File: config.mk
export PLATFORM = sky130hd
export DESIGN_NAME = address_unit
export DESIGN_NICKNAME = d
export VERILOG_FILES = /design/src/rtl/address_unit.sv
export SDC_FILE = /design/constraint.sdc
export NUM_CORES = 1
export LEC_CHECK = 0
export ABC_AREA = 0
export CAP_MARGIN = 20
export CORE_ASPECT_RATIO = 1.2
export CORE_MARGIN = 3
export CORE_UTILIZATION = 40
export CTS_BUF_LIST = sky130_fd_sc_hd__clkbuf_4 sky130_fd_sc_hd__clkbuf_8
export CTS_CLUSTER_SIZE = 30
export DETAILED_ROUTE_END_ITERATION = 8
export GPL_ROUTABILITY_DRIVEN = 1
export HOLD_SLACK_MARGIN = 0.15
export PLACE_DENSITY = 0.68
export SYNTH_ARGS = -nofsm -noshare
export SYNTH_HDL_FRONTEND = slang
export SYNTH_SLANG_ARGS = --single-unit
File: constraint.sdc
create_clock -name clk -period 3.85 [get_ports clk]
set_input_delay 0.5775 -clock clk [delete_from_list [all_inputs] [get_ports clk]]
set_output_delay 0.5775 -clock clk [all_outputs]
set_load 0.03 [all_outputs]
File: src/rtl/address_unit.sv
// Program counter and memory address register for the CPU datapath.
// Branch targets are staged low byte first and committed atomically on the high byte.
module address_unit #(
   parameter logic [15:0] ORIGIN = 16'h0000
) (
   input  logic        clk,
   input  logic        reset,
   input  logic [7:0]  i_bus_in,
   input  logic        i_load_origin,
   input  logic        i_pc_enable,
   input  logic        i_load_pc_low_byte,
   input  logic        i_load_pc_high_byte,
   input  logic        i_load_mar_pc,
   input  logic        i_load_mar_addr_low,
   input  logic        i_load_mar_addr_high,
   output logic [15:0] o_mem_addr,
   output logic [15:0] o_pc_out,
   output logic        o_pc_low_pending,
   output logic        o_pc_wrap
);

   logic [15:0] r_pc;
   logic [15:0] r_mar;
   logic [7:0]  r_pc_low_stage;
   logic        r_pc_low_pending;
   logic        r_pc_wrap;

   logic [15:0] w_pc_next;
   logic [15:0] w_mar_next;
   logic        w_pending_next;
   logic        w_wrap_next;
   logic [7:0]  w_commit_low;

   // A same-cycle stage+commit takes the low byte straight from the bus.
   assign w_commit_low = i_load_pc_low_byte ? i_bus_in : r_pc_low_stage;

   always_comb begin
      w_pc_next      = r_pc;
      w_pending_next = r_pc_low_pending;
      w_wrap_next    = 1'b0;
      if (i_load_pc_low_byte)
         w_pending_next = 1'b1;
      if (i_load_origin) begin
         w_pc_next      = ORIGIN;
         w_pending_next = 1'b0;
      end else if (i_load_pc_high_byte) begin
         w_pc_next      = {i_bus_in, w_commit_low};
         w_pending_next = 1'b0;
      end else if (i_pc_enable) begin
         w_pc_next   = r_pc + 16'd1;
         w_wrap_next = (r_pc == 16'hFFFF);
      end
   end

   // MAR snapshots the PC as it was before this cycle's update.
   always_comb begin
      w_mar_next = r_mar;
      if (i_load_mar_pc) begin
         w_mar_next = r_pc;
      end else begin
         if (i_load_mar_addr_low)
            w_mar_next[7:0] = i_bus_in;
         if (i_load_mar_addr_high)
            w_mar_next[15:8] = i_bus_in;
      end
   end

   always_ff @(posedge clk) begin
      if (reset) begin
         r_pc             <= 16'h0000;
         r_mar            <= 16'h0000;
         r_pc_low_stage   <= 8'h00;
         r_pc_low_pending <= 1'b0;
         r_pc_wrap        <= 1'b0;
      end else begin
         r_pc             <= w_pc_next;
         r_mar            <= w_mar_next;
         r_pc_low_pending <= w_pending_next;
         r_pc_wrap        <= w_wrap_next;
         if (i_load_pc_low_byte)
            r_pc_low_stage <= i_bus_in;
      end
   end

   assign o_mem_addr       = r_mar;
   assign o_pc_out         = r_pc;
   assign o_pc_low_pending = r_pc_low_pending;
   assign o_pc_wrap        = r_pc_wrap;

endmodule
==> results of run 1 <==
-- where the power goes --
group          switching [W]  internal (W)
Sequential         0.0000186      0.000455
Clock               0.000145      0.000139
Combinational      0.0000909     0.0000714
Total               0.000254      0.000665
-- logic make-up (layout without fill, tap and decap cells) --
kind of cell,count (synthesis),in the layout,share of synthesized area (%)
DFF,42,42,43.0
AOI/OAI and AO/OA,45,45,13.6
buffers and inverters,19,62,4.10
xor gates and xnor gates,12,12,5.38
and+or+nand+nor,80,80,22.0
muxes,22,22,11.3
adders and majority gates,1,1,0.640
-- flip-flops by register name (all words and copies together) (netlist names) --
signal	count
o_mem_addr	16
o_pc_low_pending	1
o_pc_wrap	1
r_pc_low_stage	8
o_pc_out	16
-- stage by stage --
step | total power (W) | utilization, % | setup slack [ns] | instance area (µm²) | hold slack, ns
after global routing | 0.000962 | 55.0 | 1.49 | 2560 | 0.500
after CTS | 0.000929 | 54.7 | 1.70 | 2550 | 0.478
after global placement | 0.000643 | 52.9 | 1.46 | 2470 | 0.449
after floorplan | 0.000579 | - | 2.25 | 1950 | 0.456
final | 0.000920 | 55.0 | 1.68 | 2560 | 0.472
after detailed placement | 0.000645 | 52.9 | 1.40 | 2470 | 0.459
-- routing by layer --
layer  share of wire [%]  up-vias
met2                  46       51
met3                 6.0        7
met5                   0        -
met1                  47      795
li1                    -      853
met4                 1.2        0
-- critical path, stage by stage --
cell and delay, ns:
sky130_fd_sc_hd__clkdlybuf4s50_1 1.02, sky130_fd_sc_hd__inv_1 0.37, sky130_fd_sc_hd__and4_1 0.28, sky130_fd_sc_hd__nor3_1 0.15
-- layout make-up --
class                   count  area [µm²]  area share, %
repair buffers             52         523           20.4
flip-flops and latches     42         841           32.8
clock buffers               7        83.8           3.27
inverters                   3        11.3          0.439
well taps                  58        72.6           2.83
multi-input cells         160        1030           40.3
-- cells in the final DEF, fill, tap and decap left out, types with 2 or more instances in the layout --
cell type,Yosys,final
sky130_fd_sc_hd__xnor2_1,8,8
sky130_fd_sc_hd__dfxtp_1,42,42
sky130_fd_sc_hd__and4_1,2,2
sky130_fd_sc_hd__nor4_2,2,2
sky130_fd_sc_hd__a21oi_1,22,22
sky130_fd_sc_hd__inv_1,3,3
sky130_fd_sc_hd__clkbuf_8,0,5
sky130_fd_sc_hd__clkdlybuf4s50_1,0,50
sky130_fd_sc_hd__nor2b_1,5,5
sky130_fd_sc_hd__clkbuf_4,0,2
sky130_fd_sc_hd__o21ai_0,7,7
sky130_fd_sc_hd__and4b_1,2,2
sky130_fd_sc_hd__nand4_1,3,3
sky130_fd_sc_hd__nor3_1,5,5
sky130_fd_sc_hd__nand3_1,3,3
sky130_fd_sc_hd__xor2_1,4,4
sky130_fd_sc_hd__mux2i_1,22,22
sky130_fd_sc_hd__nor2_1,46,46
sky130_fd_sc_hd__nand2_1,6,6
sky130_fd_sc_hd__o21a_1,4,4
sky130_fd_sc_hd__nand4_4,2,2
sky130_fd_sc_hd__a211oi_1,12,12
-- how the worst min path moves through the flow --
stage | from | to | cells past startpoint
floorplan | r_pc_low_stage[5] | r_pc_low_stage[5] | 2
global placement | o_pc_low_pending | o_pc_low_pending | 1
detailed placement | o_pc_low_pending | o_pc_low_pending | 1
CTS | o_pc_low_pending | o_pc_low_pending | 1
global route | o_pc_low_pending | o_pc_low_pending | 1
finish | o_pc_low_pending | o_pc_low_pending | 1
==> results, run 1 <==
- The synthesized design contains 42 register bits.
- Timing would allow up to 460 MHz.
- The final instance count without filler cells is 322.
- The quantity of I/O buffers inserted on ports is 50.
- Setup violations remaining at the end of the flow were counted as 0.
- The share of final-layout standard cells stronger than drive strength 1 is 6.06%.
- The largest net degree at the start of global routing is 33.
- Counting flops with a built-in enable in the synthesized netlist gives 0.
- The net count of the finished layout is 282.
- The class of the most critical setup path is input pin to flop.
- The static power due to leakage is 0.994 nW.
- The launch point of the worst reg-to-reg path is o_pc_out[0].
- After clock tree synthesis, the clock-pin slew on the worst setup and hold paths is 0.08 ns.
- The clock drives 42 sinks.
- The final count of pins violating max slew is 0.
- In this run the power density over the cells is 359 mW/mm².
- The total detailed-routing wirelength is 4.80 mm.
- The synthesized netlist contains 27 unique library cells.
- Setup repair after global routing left no endpoint under its margin.
- The number of global-route vias before repair is 1618.
- The most frequent cell after synthesis is sky130_fd_sc_hd__nor2_1.
- In this run, the number of DRC markers left after iteration 0 of detailed routing was 153.
- The worst setup path is launched from an input pin.
- The maximum vdd ir drop is 0.182 mV.
- The area growth from synthesis to layout is 31.2%.
- The layout has 452 filler cells.
- The iteration count of the initial detailed-routing pass is 4.
- The met2 routing resource usage after global routing is 28.6%.
- The share of the synthesized area in the top cell type is 43.0%.
- The data arrival time at the worst-slack endpoint is 2.40 ns.
- The worst setup path startpoint is i_load_pc_high_byte.
- The detailed-route vias per instance is 5.30.
- The slew of the pin with the lowest slew margin is 0.842 ns.
- Dividing the synthesized area by the synthesized cell count gives 8.84 µm².
- The antenna violation net count after detailed routing is 0.
- The number of resized instances in the post-cts repair step is 0.
- The largest fanout on the critical path is 25.
- In the global route stage, overall resource usage came out at 17.6%.
- The first global-routing pass estimated 8.08 mm of wire.
- The most congested layer reported by global routing is met2.
- The number of ports placed on the die boundary is 51.
- The total overflow reported by the global router is 0.
- The met3 usage is 4.24%.
- In the routed design, unresolved DRC markers number 0.
- Buffers inserted during clock tree synthesis total 5.
- By area the synthesized netlist is led by sky130_fd_sc_hd__dfxtp_1, sky130_fd_sc_hd__mux2i_1, sky130_fd_sc_hd__nor2_1.
- The element type at the critical path end is a flop.
- The most used flip-flop cell after synthesis is sky130_fd_sc_hd__dfxtp_1.
- The synthesized netlist net count is 239.
- Synthesis produced a netlist whose cell count is 221.
- The deepest level of the CTS H-tree is 2.
- The wire length per cell is 14.9 µm.
- Counting instances in the post-synthesis netlist gives the leading cell types as sky130_fd_sc_hd__nor2_1, sky130_fd_sc_hd__dfxtp_1, sky130_fd_sc_hd__a21oi_1, sky130_fd_sc_hd__mux2i_1, sky130_fd_sc_hd__a211oi_1.
- The worst-case clock buffer depth is 2.
- The tree is rooted in a sky130_fd_sc_hd__clkbuf_8.
- Sequential elements use 43.0% of the synthesized area.
- The required time of the critical path is 4.07 ns.
- The run finished with clean final reports.
- The floorplan has 27 rows.
- The total negative slack for setup checks is 0 ns.
- The initial antenna violation count is 0.
- The core region is 0.00466 mm².
- For this run, asynchronously set or reset flops after synthesis account for 0%.
- The final hold violation count is 0.
- TritonCTS built the clock tree.
- The via count is 1706.
- The count of antenna diodes in the layout is 0.
- The number of buffers added to fix hold violations after cts is 0.
- Global routing used 23.4% of the available met1 tracks.
- Summed over all instances, the cell type with the most area after synthesis is sky130_fd_sc_hd__dfxtp_1.
- The synthesized netlist occupies a cell area of 0.00195 mm².
- Across the routed clock network, the largest skew measured is 0.00647 ns.
- The worst register-to-register path has a depth of 5.
- The starting density of the core is 41.9%.
- Once the clock tree was built, the setup fixing pass inserted 0 buffers.
- The worst register-to-register path ends at o_pc_out[8].
- The clock period minus final worst setup slack is 2.17 ns.
- The worst slew margin relative to its limit is 43.7%.
- Yosys printed 0 warnings.
- The sum of net half-perimeters after detailed placement is 3.33 mm.
- The critical path ends at o_pc_out[14].
- The path type of the worst min-delay path is flop to flop.
- The count of placed standard cells including taps is 314.
- Dividing the final minimum period by the clock period gives 56.5%.
- The worst reg-to-reg setup slack is 2.19 ns.
- The full die area is 0.00576 mm².
- The max-capacitance violation count is 0.
- The width of the die is 69.8 µm.
- The latest clock arrival within the worst-skew pair is 0.29 ns.
- The die boundary height is 82.6 µm.
- The congestion estimate from routability-driven global placement came to 0.775.
(Power assumes the default switching activity.)
==> inputs of run 2 (changes only) <==
==> constraint.sdc (replaced) <==
create_clock -name clk -period 2.2 [get_ports clk]
set_input_delay 0.33 -clock clk [delete_from_list [all_inputs] [get_ports clk]]
set_output_delay 0.33 -clock clk [all_outputs]
set_load 0.03 [all_outputs]
==> results, run 2 (synthesis gave the netlist of run 1 again) <==
- The total detailed-routing wirelength is 4.85 mm (+1.0%).
- The via count is 1753 (+2.8%).
- The final count of pins violating max slew is 0 (unchanged).
- The run finished with clean final reports.
- The number of buffers added to fix hold violations after cts is 0 (unchanged).
- Setup repair after global routing left no endpoint under its margin.
- The starting density of the core is 41.9% (unchanged).
- The layout net count is 286 (+1.4%).
- For this run, the top clock speed supported by timing is 523 MHz.
- For this design, the slowest cell found on the critical path is sky130_fd_sc_hd__clkdlybuf4s50_1.
- The DRC marker count from the first detailed-route iteration is 115 (-25%).
- The library cell used most frequently in the layout, excluding fill and tap cells, is sky130_fd_sc_hd__clkdlybuf4s50_1.
- The sum of net half-perimeters after detailed placement is 3.49 mm (+4.9%).
- The quantity of I/O buffers inserted on ports is 50 (unchanged).
- The largest net degree at the start of global routing is 33 (unchanged).
- The combined global-route utilization of all metal layers was 18.1% (+0.50 points).
- The max-capacitance violation count is 0 (unchanged).
- The static power due to leakage came to 1.01 nW (+1.7%).
- The slew of the pin with the lowest slew margin is 0.567 ns (-0.275 ns).
- The number of resized instances in the post-cts repair step is 0 (unchanged).
- The latest clock arrival within the worst-skew pair is 0.29 ns (about the same).
- The wire length per cell is 14.9 µm (-0.24%).
- The iteration count of the initial detailed-routing pass was 5 (+1).
- The clock buffer count from CTS is 5 (unchanged).
- The cell-internal power was 0.00117 W (+75%).
- The number of buffers and inverters on the critical path is 1 (-1).
- The switching power of the nets was 0.000437 W (+72%).
- The antenna violation net count after detailed routing is 0 (unchanged).
- The number of clock sinks is 42 (unchanged).
- The area of the core came to 0.00466 mm² (unchanged).
- The post-CTS setup buffer count came to 0 (unchanged).
- The maximum vdd ir drop came to 0.364 mV (+100%).
- The total overflow reported by the global router is 0 (unchanged).
- The critical path launch point type is a flop.
- The number of ports placed on the die boundary is 51 (unchanged).
- The largest fanout on the critical path is 8 (-68%).
- The path type of the worst min-delay path is flop to flop.
- The die boundary height was 82.6 µm (unchanged).
- The combinational power share is 17.9% (+0.2 points).
- The global-route wire length before repair is 8.32 mm (+3.0%).
- The clock root buffer is sky130_fd_sc_hd__clkbuf_8.
- The global placer's final weighted congestion is 0.782 (+0.94%).
- The worst setup path is captured at an output port.
- The required time of the critical path is 1.87 ns (-2.20 ns).
- The register share of total power came to 51.7% (+0.2 points).
- The share of final-layout standard cells stronger than drive strength 1 is 7.46% (+1.4 points).
- The setup path with the least slack is of type flop to output port.
- The width of the die is 69.8 µm (unchanged).
- The final-layout worst hold slack is 0.471 ns (-0.00119 ns).
- The initial antenna violation count is 0 (unchanged).
- The largest clock skew in the final design was 0.00767 ns (+0.00120 ns).
- The clock input transition at the sequential cells of the worst setup and hold paths is 0.08 ns (about the same).
- The clock tree from TritonCTS is done.
- The deepest level of the CTS H-tree is 2 (unchanged).
- From synthesis to final layout, the design area changed by 32.4%.
- The detailed-route vias per instance is 5.38 (+1.5%).
- The total power density per cell area is 620 mW/mm² (+73%).
- The end-of-flow core utilization is 55.5% (+0.48 points).
- The worst slew margin relative to its limit is 62.0% (+18 points).
- The data arrival time at the worst-slack endpoint is 1.58 ns (-0.82 ns).
- After layout, the minimum clock period comes to 1.91 ns.
- The count of antenna diodes in the layout is 0 (unchanged).
- The critical path's largest stage delay is 0.75 ns (-0.27 ns).
- The number of rows created at floorplan is 27 (unchanged).
- The top cell types in the final layout, fill and taps aside, are sky130_fd_sc_hd__clkdlybuf4s50_1, sky130_fd_sc_hd__nor2_1, sky130_fd_sc_hd__dfxtp_1.
- The total negative slack for setup checks is 0 ns (unchanged).
- The number of endpoints failing setup at the final stage was 0 (unchanged).
- The full die area is 0.00576 mm² (unchanged).
- The final hold violation count is 0 (unchanged).
- The switching power share of the total is 27.2% (-0.43 points).
- The worst-case clock buffer depth is 2 (unchanged).
- Walking the worst path, the cells encountered are clkdlybuf4s50_1.
- The count of unresolved DRC violations after routing is 0 (unchanged).
- The final critical path takes up 87.0% of the cycle.
- The relative contribution of the clock network to total power is 30.4% (-0.5 points).
- The gate family responsible for the most delay along the worst path is buffers and inverters.
- The number of global-route vias before repair came to 1689 (+4.4%).
-- run 2: cell count changes in the layout (fill, tap and decap cells not counted), sizes merged --
cell  change
buf       +4
-- run 2: metal layers --
| layer | wire length (µm) | global-route usage (%) | part of all wire, % |
|---|---|---|---|
| met1 | 2210 | 23.4 | 45 |
| met2 | 2350 | 30.9 | 48 |
| met3 | 235 | 3.63 | 4.8 |
| met4 | 57 | 5.17 | 1.2 |
| met5 | 0 | 0 | 0 |
-- run 2: through the flow --
step | power [W] | setup WS (ns) | cell area (µm²) | std cells
floorplan | 0.00101 | 0.602 | 1950 | 221
global placement | 0.00113 | 0.404 | 2500 | 319
detailed placement | 0.00114 | 0.351 | 2500 | 319
CTS | 0.00162 | 0.287 | 2590 | 326
global route | 0.00168 | 0.245 | 2590 | 326
finish | 0.00160 | 0.287 | 2590 | 326
-- run 2: final cells by class --
cell class                      instances  area (µm²)
Fill cell                             467        2070
Clock buffer                            7        83.8
Tap cell                               58        72.6
Timing Repair Buffer                   56         546
Multi-Input combinational cell        160        1030
Inverter                                3        11.3
Sequential cell                        42         841
-- run 2: worst paths after layout --
| kind | slack (ns) | depth (start not counted) | from | endpoint |
|---|---|---|---|---|
| worst min register to register | 0.47 | 1 | o_pc_low_pending | o_pc_low_pending |
| worst max-delay path | 0.29 | 1 | o_pc_out[7] | o_pc_out[7] |
| worst max register to register | 0.53 | 5 | o_pc_out[0] | o_pc_out[8] |
| worst min-delay path | 0.47 | 1 | o_pc_low_pending | o_pc_low_pending |
-- run 2: power groups by stage --
stage	Combinational (W)	Sequential [W]	Clock, W
final	0.000287	0.000830	0.000487
after CTS	0.000289	0.000830	0.000500
after global placement	0.000285	0.000847	0
after floorplan	0.000120	0.000893	0
after global routing	0.000315	0.000835	0.000527
after detailed placement	0.000288	0.000848	0
==> inputs of run 3 (changes only) <==
--- a/config.mk
+++ b/config.mk
@@ -6,16 +6,15 @@
 export NUM_CORES = 1
 export LEC_CHECK = 0
 export ABC_AREA = 0
-export CAP_MARGIN = 20
 export CORE_ASPECT_RATIO = 1.2
 export CORE_MARGIN = 3
-export CORE_UTILIZATION = 40
+export CORE_UTILIZATION = 50
 export CTS_BUF_LIST = sky130_fd_sc_hd__clkbuf_4 sky130_fd_sc_hd__clkbuf_8
 export CTS_CLUSTER_SIZE = 30
 export DETAILED_ROUTE_END_ITERATION = 8
 export GPL_ROUTABILITY_DRIVEN = 1
 export HOLD_SLACK_MARGIN = 0.15
-export PLACE_DENSITY = 0.68
+export PLACE_DENSITY = 0.82
 export SYNTH_ARGS = -nofsm -noshare
 export SYNTH_HDL_FRONTEND = slang
 export SYNTH_SLANG_ARGS = --single-unit
==> results, run 3 (synthesis gave the netlist of run 1 again) <==
- The run finished with clean final reports.
- The quantity of I/O buffers inserted on ports is 50 (unchanged).
- Setup repair after global routing left no endpoint under its margin.
- The max-capacitance violation count is 0 (unchanged).
- The required time of the critical path is 1.87 ns (about the same).
- The total detailed-routing wirelength is 4.79 mm (-1.3%).
- The worst reg-to-reg setup slack is 0.54 ns (about the same).
- The via count is 1770 (+0.97%).
- The most common library cell in the layout ignoring fill and taps is sky130_fd_sc_hd__clkdlybuf4s50_1.
- The die boundary height is 74.5 µm (-9.8%).
- The launch point of the worst reg-to-reg path is o_pc_out[0].
- The data arrival time at the worst-slack endpoint is 1.53 ns (-0.05 ns).
- The number of buffers added to fix hold violations after cts is 0 (unchanged).
- The area of the core is 0.00369 mm² (-21%).
- Tracing the worst setup path back leads to its startpoint at o_pc_out[8].
- The number of global-route vias before repair was 1708 (+1.1%).
- The number of endpoints failing setup at the final stage was 0 (unchanged).
- The total overflow reported by the global router is 0 (unchanged).
- The clock input transition at the sequential cells of the worst setup and hold paths is 0.08 ns (about the same).
- The latest clock arrival within the worst-skew pair is 0.29 ns (about the same).
- The full die area is 0.00470 mm² (-19%).
- The total power of the final layout is 0.00186 W (+16%).
- The initial antenna violation count came to 0 (unchanged).
- The slowest cell on the critical path is sky130_fd_sc_hd__clkdlybuf4s50_1.
- In this run the most critical hold path is launched from o_pc_low_pending.
- The global placer's final weighted congestion is 0.801 (+2.4%).
- The post-route fraction of the period consumed by the critical path is 84.4% (-2.6 points).
- The detailed-route vias per instance was 5.51 (+2.5%).
- The maximum vdd ir drop is 0.396 mV (+8.6%).
- The final hold violation count is 0 (unchanged).
- The wire length per cell is 14.9 µm (+0.24%).
- The final count of pins violating max slew was 0 (unchanged).
- The slew of the pin with the lowest slew margin is 0.587 ns (+0.0199 ns).
- The largest net degree at the start of global routing came to 33 (unchanged).
- The destination of the worst hold path is o_pc_low_pending.
- The number of stages on the worst hold path is 1 (unchanged).
- The count of unresolved DRC violations after routing was 0 (unchanged).
- The static power due to leakage is 1.04 nW (+2.7%).
- The sum of net half-perimeters after detailed placement came to 3.40 mm (-2.8%).
- The endpoint of the worst register-to-register path is o_pc_out[8].
- The iteration count of the initial detailed-routing pass is 4 (-1).
- The global-route wire length before repair is 7.91 mm (-5.0%).
- The largest fanout on the critical path is 7 (-1).
- The number of resized instances in the post-cts repair step came to 0 (unchanged).
- The DRC marker count from the first detailed-route iteration came to 91 (-21%).
- The element type at the critical path end is an output port.
- The total negative slack for setup checks was 0 ns (unchanged).
- The number of buffers and inverters on the critical path is 1 (unchanged).
- The number of clock sinks was 42 (unchanged).
- The worst-case clock buffer depth is 2 (unchanged).
- The clock buffer count from CTS is 5 (unchanged).
- The width of the die is 63.1 µm (-9.7%).
- The clock period minus final worst setup slack is 1.86 ns (-0.0565 ns).
- The layout net count came to 286 (unchanged).
- The share of final-layout standard cells stronger than drive strength 1 is 7.81% (+0.34 points).
- The path type of the worst min-delay path is flop to flop.
- The critical path's largest stage delay is 0.73 ns (-0.02 ns).
- The combined global-route utilization of all metal layers was 21.6% (+3.4 points).
- The post-CTS setup buffer count is 0 (unchanged).
- The antenna violation net count after detailed routing is 0 (unchanged).
- The worst slew margin relative to its limit came to 60.7% (-1.3 points).
- The deepest level of the CTS H-tree was 2 (unchanged).
- The total power density per cell area is 707 mW/mm² (+14%).
- The top achievable clock speed is 539 MHz (+3.0%).
- The depth of the most critical reg-to-reg path is 5 (unchanged).
- The number of ports placed on the die boundary was 51 (unchanged).
- The starting density of the core was 52.9% (+11 points).
- The clock tree from TritonCTS is done.
- The count of antenna diodes in the layout is 0 (unchanged).
- In the layout the commonest cells are sky130_fd_sc_hd__clkdlybuf4s50_1, sky130_fd_sc_hd__nor2_1, sky130_fd_sc_hd__dfxtp_1.
- The clock root buffer is sky130_fd_sc_hd__clkbuf_8.
- Relative to the synthesized area, the layout overhead comes to 35.0%.
- The cell family contributing the most delay on the critical path is buffers and inverters.
- The worst setup path is of the flop to output port kind.
- The final-layout worst hold slack is 0.473 ns (+0.00128 ns).
- The signal on the critical path passes through clkdlybuf4s50_1.
- The number of rows created at floorplan is 24 (-11%).
- The largest clock skew in the final design is 0.00417 ns (-0.00350 ns).
- The critical path launch point type is a flop.
[run 3: report_power, final]
group,switching (W),internal (W),total (W)
Sequential,0.0000314,0.000796,0.000827
Combinational,0.000163,0.000128,0.000291
Clock,0.000262,0.000484,0.000746
Total,0.000457,0.00141,0.00186
[run 3: layer usage]
| metal | part of all wire [%] | up-vias | global-route usage (%) |
|---|---|---|---|
| li1 | - | 857 | - |
| met5 | 0 | - | 0 |
| met1 | 43 | 838 | 26.4 |
| met4 | 1.3 | 0 | 8.33 |
| met3 | 6.5 | 7 | 5.29 |
| met2 | 49 | 68 | 36.9 |
[run 3: area by class of cell]
cell class / count / area (µm²)
Fill cell: 296 / 1050
Sequential cell: 42 / 841
Multi-Input combinational cell: 160 / 1030
Tap cell: 52 / 65.1
Clock buffer: 6 / 82.6
Timing Repair Buffer: 56 / 546
Clock inverter: 2 / 60.1
Inverter: 3 / 11.3
[run 3: per-stage QoR]
stage          instance area, µm²  setup WS [ns]  utilization [%]  std cells
2_1_floorplan                1950          0.602                -        221
3_3_place_gp                 2500          0.412             67.6        313
3_5_place_dp                 2500          0.369             67.6        313
4_1_cts                      2640          0.328             71.4        321
5_1_grt                      2640          0.270             71.4        321
6_report                     2640          0.343             71.4        321
[run 3: worst max-delay path by stage]
| stage | to | slack [ns] | cells past startpoint |
|---|---|---|---|
| floorplan | o_pc_out[12] | 0.60 | 5 |
| global placement | o_pc_out[15] | 0.41 | 5 |
| detailed placement | o_pc_out[15] | 0.37 | 5 |
| CTS | o_pc_out[8] | 0.33 | 1 |
| global route | o_pc_out[8] | 0.27 | 1 |
| finish | o_pc_out[8] | 0.34 | 1 |
